[src/rtl/flit_requester.sv]
// -----------------------------------------------------------------------------
// flit_requester
//
// Buffers an incoming wormhole flit stream in a small FIFO. For each packet it
// asks an external arbiter for the output port named in the head flit. Once
// that port is granted, the packet's flits are forwarded to it. Packets that
// name a port that does not exist, and body/tail flits that arrive with no
// head, are discarded, and each discarded flit is flagged.
//
// Flit format: [FW-1:FW-2] type (01 head, 00 body, 10 tail, 11 single),
//              [3:0] destination port (meaningful on head/single only).
//
// Ports
//   clk        single clock, rising edge
//   rst        asynchronous, active-high reset
//   in_valid   upstream flit valid
//   in_ready   FIFO can accept a flit (not full)
//   in_flit    upstream flit
//   request    one-hot arbiter request for the routed output
//   grant      arbiter grant (combinational from request)
//   update     arbiter priority-update strobe, with the packet's last flit
//   out_valid  head flit presented to the granted output
//   out_ready  downstream accepts the flit
//   out_flit   FIFO head entry (always driven, qualified by out_valid)
//   err_drop   one-cycle pulse per discarded flit
// -----------------------------------------------------------------------------
module flit_requester #(
    parameter int FW    = 32,
    parameter int DEPTH = 4,
    parameter int NOUT  = 3
) (
    input  logic            clk,
    input  logic            rst,
    input  logic            in_valid,
    output logic            in_ready,
    input  logic [FW-1:0]   in_flit,
    output logic [NOUT-1:0] request,
    input  logic [NOUT-1:0] grant,
    output logic            update,
    output logic            out_valid,
    input  logic            out_ready,
    output logic [FW-1:0]   out_flit,
    output logic            err_drop
);

    localparam int          AW     = $clog2(DEPTH);
    localparam int unsigned NOUT_U = NOUT;

    typedef enum logic [1:0] {
        IDLE = 2'd0,
        REQ  = 2'd1,
        DROP = 2'd2
    } state_t;

    state_t          state;
    logic [3:0]      route;

    logic [FW-1:0]   mem [DEPTH];
    logic [AW-1:0]   wr_ptr;
    logic [AW-1:0]   rd_ptr;
    logic [AW:0]     count;

    logic            empty;
    logic            full;
    logic            push;
    logic            pop;
    logic            transfer;
    logic            drop_pop;
    logic [1:0]      head_type;
    logic [3:0]      head_dest;
    logic            dest_ok;

    // ---------------------------------------------------------------------
    // FIFO status and head decode
    // ---------------------------------------------------------------------
    assign empty     = (count == '0);
    assign full      = (count == (AW+1)'(DEPTH));
    // A slot freed by a pop this cycle is not visible to the writer until
    // the next cycle, so a full FIFO never accepts a flit.
    assign in_ready  = !full;
    assign push      = in_valid && !full;

    assign out_flit  = mem[rd_ptr];
    assign head_type = out_flit[FW-1:FW-2];
    assign head_dest = out_flit[3:0];
    assign dest_ok   = (32'(head_dest) < NOUT_U);

    // ---------------------------------------------------------------------
    // Output decode. request follows the state/route registers, so it is
    // held for the whole packet even while the FIFO runs dry (wormhole lock)
    // and drops as soon as reset asserts.
    // ---------------------------------------------------------------------
    always_comb begin
        // NOTE: every output of a combinational block gets a default first,
        // otherwise a missing branch infers a latch.
        request  = '0;
        if (state == REQ) begin
            request = NOUT'(1) << route;
        end
    end

    // request is one-hot on route, so this selects grant[route] only.
    assign out_valid = (state == REQ) && !empty && |(grant & request);
    assign transfer  = out_valid && out_ready;
    assign update    = transfer && head_type[1];

    // Discards: an orphan body/tail seen in IDLE, or any flit while in DROP.
    assign drop_pop  = !empty && (((state == IDLE) && !head_type[0]) || (state == DROP));
    assign err_drop  = drop_pop;
    assign pop       = transfer || drop_pop;

    // ---------------------------------------------------------------------
    // FIFO pointers and occupancy
    // ---------------------------------------------------------------------
    always_ff @(posedge clk or posedge rst) begin
        // NOTE: sequential state uses non-blocking assignments so every
        // register samples the pre-edge values of the others.
        if (rst) begin
            wr_ptr <= '0;
            rd_ptr <= '0;
            count  <= '0;
        end else begin
            if (push) wr_ptr <= wr_ptr + AW'(1);
            if (pop)  rd_ptr <= rd_ptr + AW'(1);
            case ({push, pop})
                2'b10:   count <= count + (AW+1)'(1);
                2'b01:   count <= count - (AW+1)'(1);
                default: count <= count;
            endcase
        end
    end

    // NOTE: the storage array is deliberately not reset; entries are only
    // read once written, and count/pointers define which ones are live.
    always_ff @(posedge clk) begin
        if (push) mem[wr_ptr] <= in_flit;
    end

    // ---------------------------------------------------------------------
    // Packet FSM
    // ---------------------------------------------------------------------
    always_ff @(posedge clk or posedge rst) begin
        if (rst) begin
            state <= IDLE;
            route <= '0;
        end else begin
            case (state)
                IDLE: begin
                    if (!empty && head_type[0]) begin
                        if (dest_ok) begin
                            route <= head_dest;
                            state <= REQ;
                        end else begin
                            state <= DROP;
                        end
                    end
                end
                REQ: begin
                    if (transfer && head_type[1]) state <= IDLE;
                end
                DROP: begin
                    if (drop_pop && head_type[1]) state <= IDLE;
                end
                default: state <= IDLE;
            endcase
        end
    end

endmodule
[config.mk]
export PLATFORM = sky130hd
export DESIGN_NAME = flit_requester
export DESIGN_NICKNAME = d
export VERILOG_FILES = /design/src/rtl/flit_requester.sv
export SDC_FILE = /design/constraint.sdc
export NUM_CORES = 1
export LEC_CHECK = 0
export ABC_AREA = 1
export CORE_MARGIN = 10
export CORE_UTILIZATION = 53
export DETAILED_ROUTE_END_ITERATION = 8
export HOLD_SLACK_MARGIN = 0.15
export PLACE_DENSITY = 0.84
export SLEW_MARGIN = 30
export SYNTH_ARGS = -nofsm -noshare
export SYNTH_HDL_FRONTEND = slang
export SYNTH_SLANG_ARGS = --single-unit
export TNS_END_PERCENT = 5
[constraint.sdc]
create_clock -name clk -period 3.28 [get_ports clk]
set_input_delay 0.328 -clock clk [delete_from_list [all_inputs] [get_ports clk]]
set_output_delay 0.328 -clock clk [all_outputs]
set_load 0.05 [all_outputs]
==> impl_metrics.py <==
metrics = {
    "outcome": {
        "outcome": "complete, no violations",
    },
    "die": {
        "num_rows": 37,
        "io-pin-count": 78,
        "core_um2": 10300,
        "die_h_um": 123,
        "die_w_um": 123,
        "die_area_um2": 15000,
        "initial_core_util": 0.542,
    },
    "sta": {
        "slew_viol_final": 0,
        "layout_min_cycle_time_ps": 2790,
        "period_share": 0.851,
        "fin_skew_ps": 8.66,
        "rsz0062_at_grt": "no",
        "fin_ws_ps": 488,
        "finalHoldViolations": 0,
        "setup_tns_ps": 0,
        "finalSetupViolCount": 0,
        "timing.slew.headroom": 0.573,
        "worst_pin_slew_ps": 640,
        "max_freq_ghz": 0.358,
    },
    "route": {
        "num_vias": 3600,
        "wl_per_cell_um": 17.9,
        "drt-total-wl_um": 11900,
        "viasPerCell": 5.41,
        "drc_errors": 0,
        "first_pass_iters": 4,
        "postRouteAntennaNets": 0,
        "drtIter0Drc": 318,
    },
    "worst_setup_path": {
        "rrSetupSlack_ps": 980,
        "endpoint_kind": "output pin",
        "required_ps": 2950,
        "cpMaxStageDelayCell": "buf_4",
        "crit_fanout": 63,
        "cp_common_cell": "nor2_1",
        "arrival_ps": 2460,
        "worst-r2r-cell-count": 14,
        "path_class": "reg -> out",
        "critPathLaunchType": "flop",
        "path_cells": "inv_2 -> buf_4 -> nor2_1 -> nor2_1 -> o21ai_1 -> nand2_1 -> nand4_1 -> inv_1 -> buf_12",
        "slowest_delay_ps": 530,
    },
    "logic_synthesis": {
        "synth_edf_count": 128,
        "ys_async_sr_fraction": 0.0922,
        "ys_ff_latch": 141,
        "synthDominantCellAreaShare": 0.690,
        "ys_dominant_reg_cell": "edfxtp_1",
        "netlist_area_um2": 5570,
        "synth_top_family_by_area": "simple AND/OR/NAND/NOR gates",
        "synthSimpleGateAreaFrac": 0.103,
        "synth_area_leaders": "edfxtp_1 69%, dfrtp_1 5.8%, nor2_1 4.9%, o21ai_0 3.8%, nand2_1 3.1%",
        "yosys_warnings": 0,
        "synth.distinct_cells": 28,
        "synth_fa_ha_area_frac": 0.0148,
        "synth_xor_area_frac": 0.00629,
        "syn_avg_cell_area_um2": 12.8,
        "synth_cells": 435,
        "yosysTopAreaCell": "edfxtp_1",
        "synth_mux_area_frac": 0,
        "synth_compound_area_frac": 0.0899,
        "seq_area_frac_synth": 0.749,
        "syn-num-nets": 480,
    },
    "power": {
        "p_leak_nw": 2.59,
        "vdd_drop_max_mv": 0.825,
        "powerDensity_nw_per_um2": 1110,
        "p_total_w": 0.00780,
    },
    "global_route": {
        "grt_max_degree": 64,
        "antenna_found_initial": 0,
        "grt_pass1_wl_um": 18900,
        "use_met2": 0.280,
        "grt_busiest_layer": "met2",
        "gr-total-overflow": 0,
        "grt_pass1_vias": 3727,
        "use_met1": 0.188,
        "met3_usage": 0.0505,
        "grt_use_total": 0.162,
    },
    "cts": {
        "clkSinkCount": 141,
        "cts_buffers": 17,
        "cts_max_level": 4,
        "ctsRootBufferMaster": "clkbuf_8",
        "clk_latency_ps": 500,
        "clk_path_buf_depth": 2,
        "clk_pin_slew_ps": 60,
        "ctsResizeCount": 0,
        "postCtsHoldBufs": 0,
        "cts_setup_buffers": 0,
        "cts_tree": "yes",
    },
    "hold_path": {
        "hold_class": "in -> async",
    },
    "layout": {
        "final_nets": 563,
        "diodes": 0,
        "final_util": 0.682,
        "area_delta_synth_final_pct": 25.8,
        "drive_gt1_frac": 0.155,
    },
    "flow_run": {
        "cap_violations": 0,
    },
    "placement": {
        "dp_hpwl_um": 7120,
        "port_buffers": 77,
        "place_ws_ps": 904,
        "gp_congestion": 0.795,
    },
}
-- stage by stage --
step | hold WS (ps) | cells | cell area (um2)
6_report | 147 | 666 | 7010
2_1_floorplan | 205 | 435 | 5570
5_1_grt | 189 | 666 | 7010
3_5_place_dp | 504 | 635 | 6480
4_1_cts | 157 | 666 | 7010
3_3_place_gp | 484 | 635 | 6480
-- sequential cells by signal, indices dropped and copies added (netlist names) --
name    count
mem       128
route       4
count       3
rd_ptr      2
state       2
wr_ptr      2
-- logic make-up after synthesis --
family | Yosys count
and+or+nand+nor | 141
AOI/OAI and AO/OA | 91
DFF | 141
buffers and inverters | 52
adders and majority gates | 6
xor gates and xnor gates | 4
-- cells in the final DEF, fill, tap and decap left out, types with 13 or more instances in the layout --
master | synthesis | layout
buf_4 | 0 | 37
clkbuf_16 | 0 | 16
clkdlybuf4s50_1 | 0 | 43
edfxtp_1 | 128 | 128
inv_1 | 27 | 27
nand2_1 | 46 | 46
nand3_1 | 13 | 13
nor2_1 | 72 | 68
o21ai_0 | 42 | 42
o21ai_1 | 17 | 17
o22ai_1 | 26 | 26
-- worst max-delay path, delay by kind of cell, from the launching register on --
family	cells	cell delay, ps
buffers and inverters	4	900
DFF	1	510
and+or+nand+nor	4	490
AOI/OAI and AO/OA	1	60
-- report_power, final --
group | internal, W | switching, W | leakage, nW
Combinational | 0.00105 | 0.00255 | 1.00
Sequential | 0.00238 | 0.000153 | 1.33
Clock | 0.000992 | 0.000675 | 0.254
-- synth_stat cells, types with 5 or more instances --
cell type / n
buf_2: 6
clkbuf_1: 11
dfrtp_1: 13
edfxtp_1: 128
ha_1: 5
inv_1: 27
nand2_1: 46
nand3_1: 13
nor2_1: 72
o21ai_0: 42
o21ai_1: 17
o22ai_1: 26
-- layout make-up --
cell class,instances,area (um2)
clock inverters,12,98.8
clock buffers,19,422
repair buffers,85,808
fillers,710,3270
inverters,31,116
flip-flops and latches,141,4170
multi-input cells,242,1220
well taps,136,170
-- per-layer routing --
layer | wire (um) | vias up
li1 | - | 1711
met1 | 4890 | 1754
met2 | 6020 | 123
met3 | 896 | 12
met4 | 103 | 0
met5 | 0 | -
-- final timing paths --
check,start,to
worst min register to register,count[2],count[2]
max in group asynchronous,rst,rd_ptr[0]
worst max register to register,rd_ptr[0],count[2]
min in group clk,in_flit[22],mem[1][22]
worst max-delay path,rd_ptr[0],update
worst min-delay path,rst,count[1]
Power figures use the tool's default switching activity.
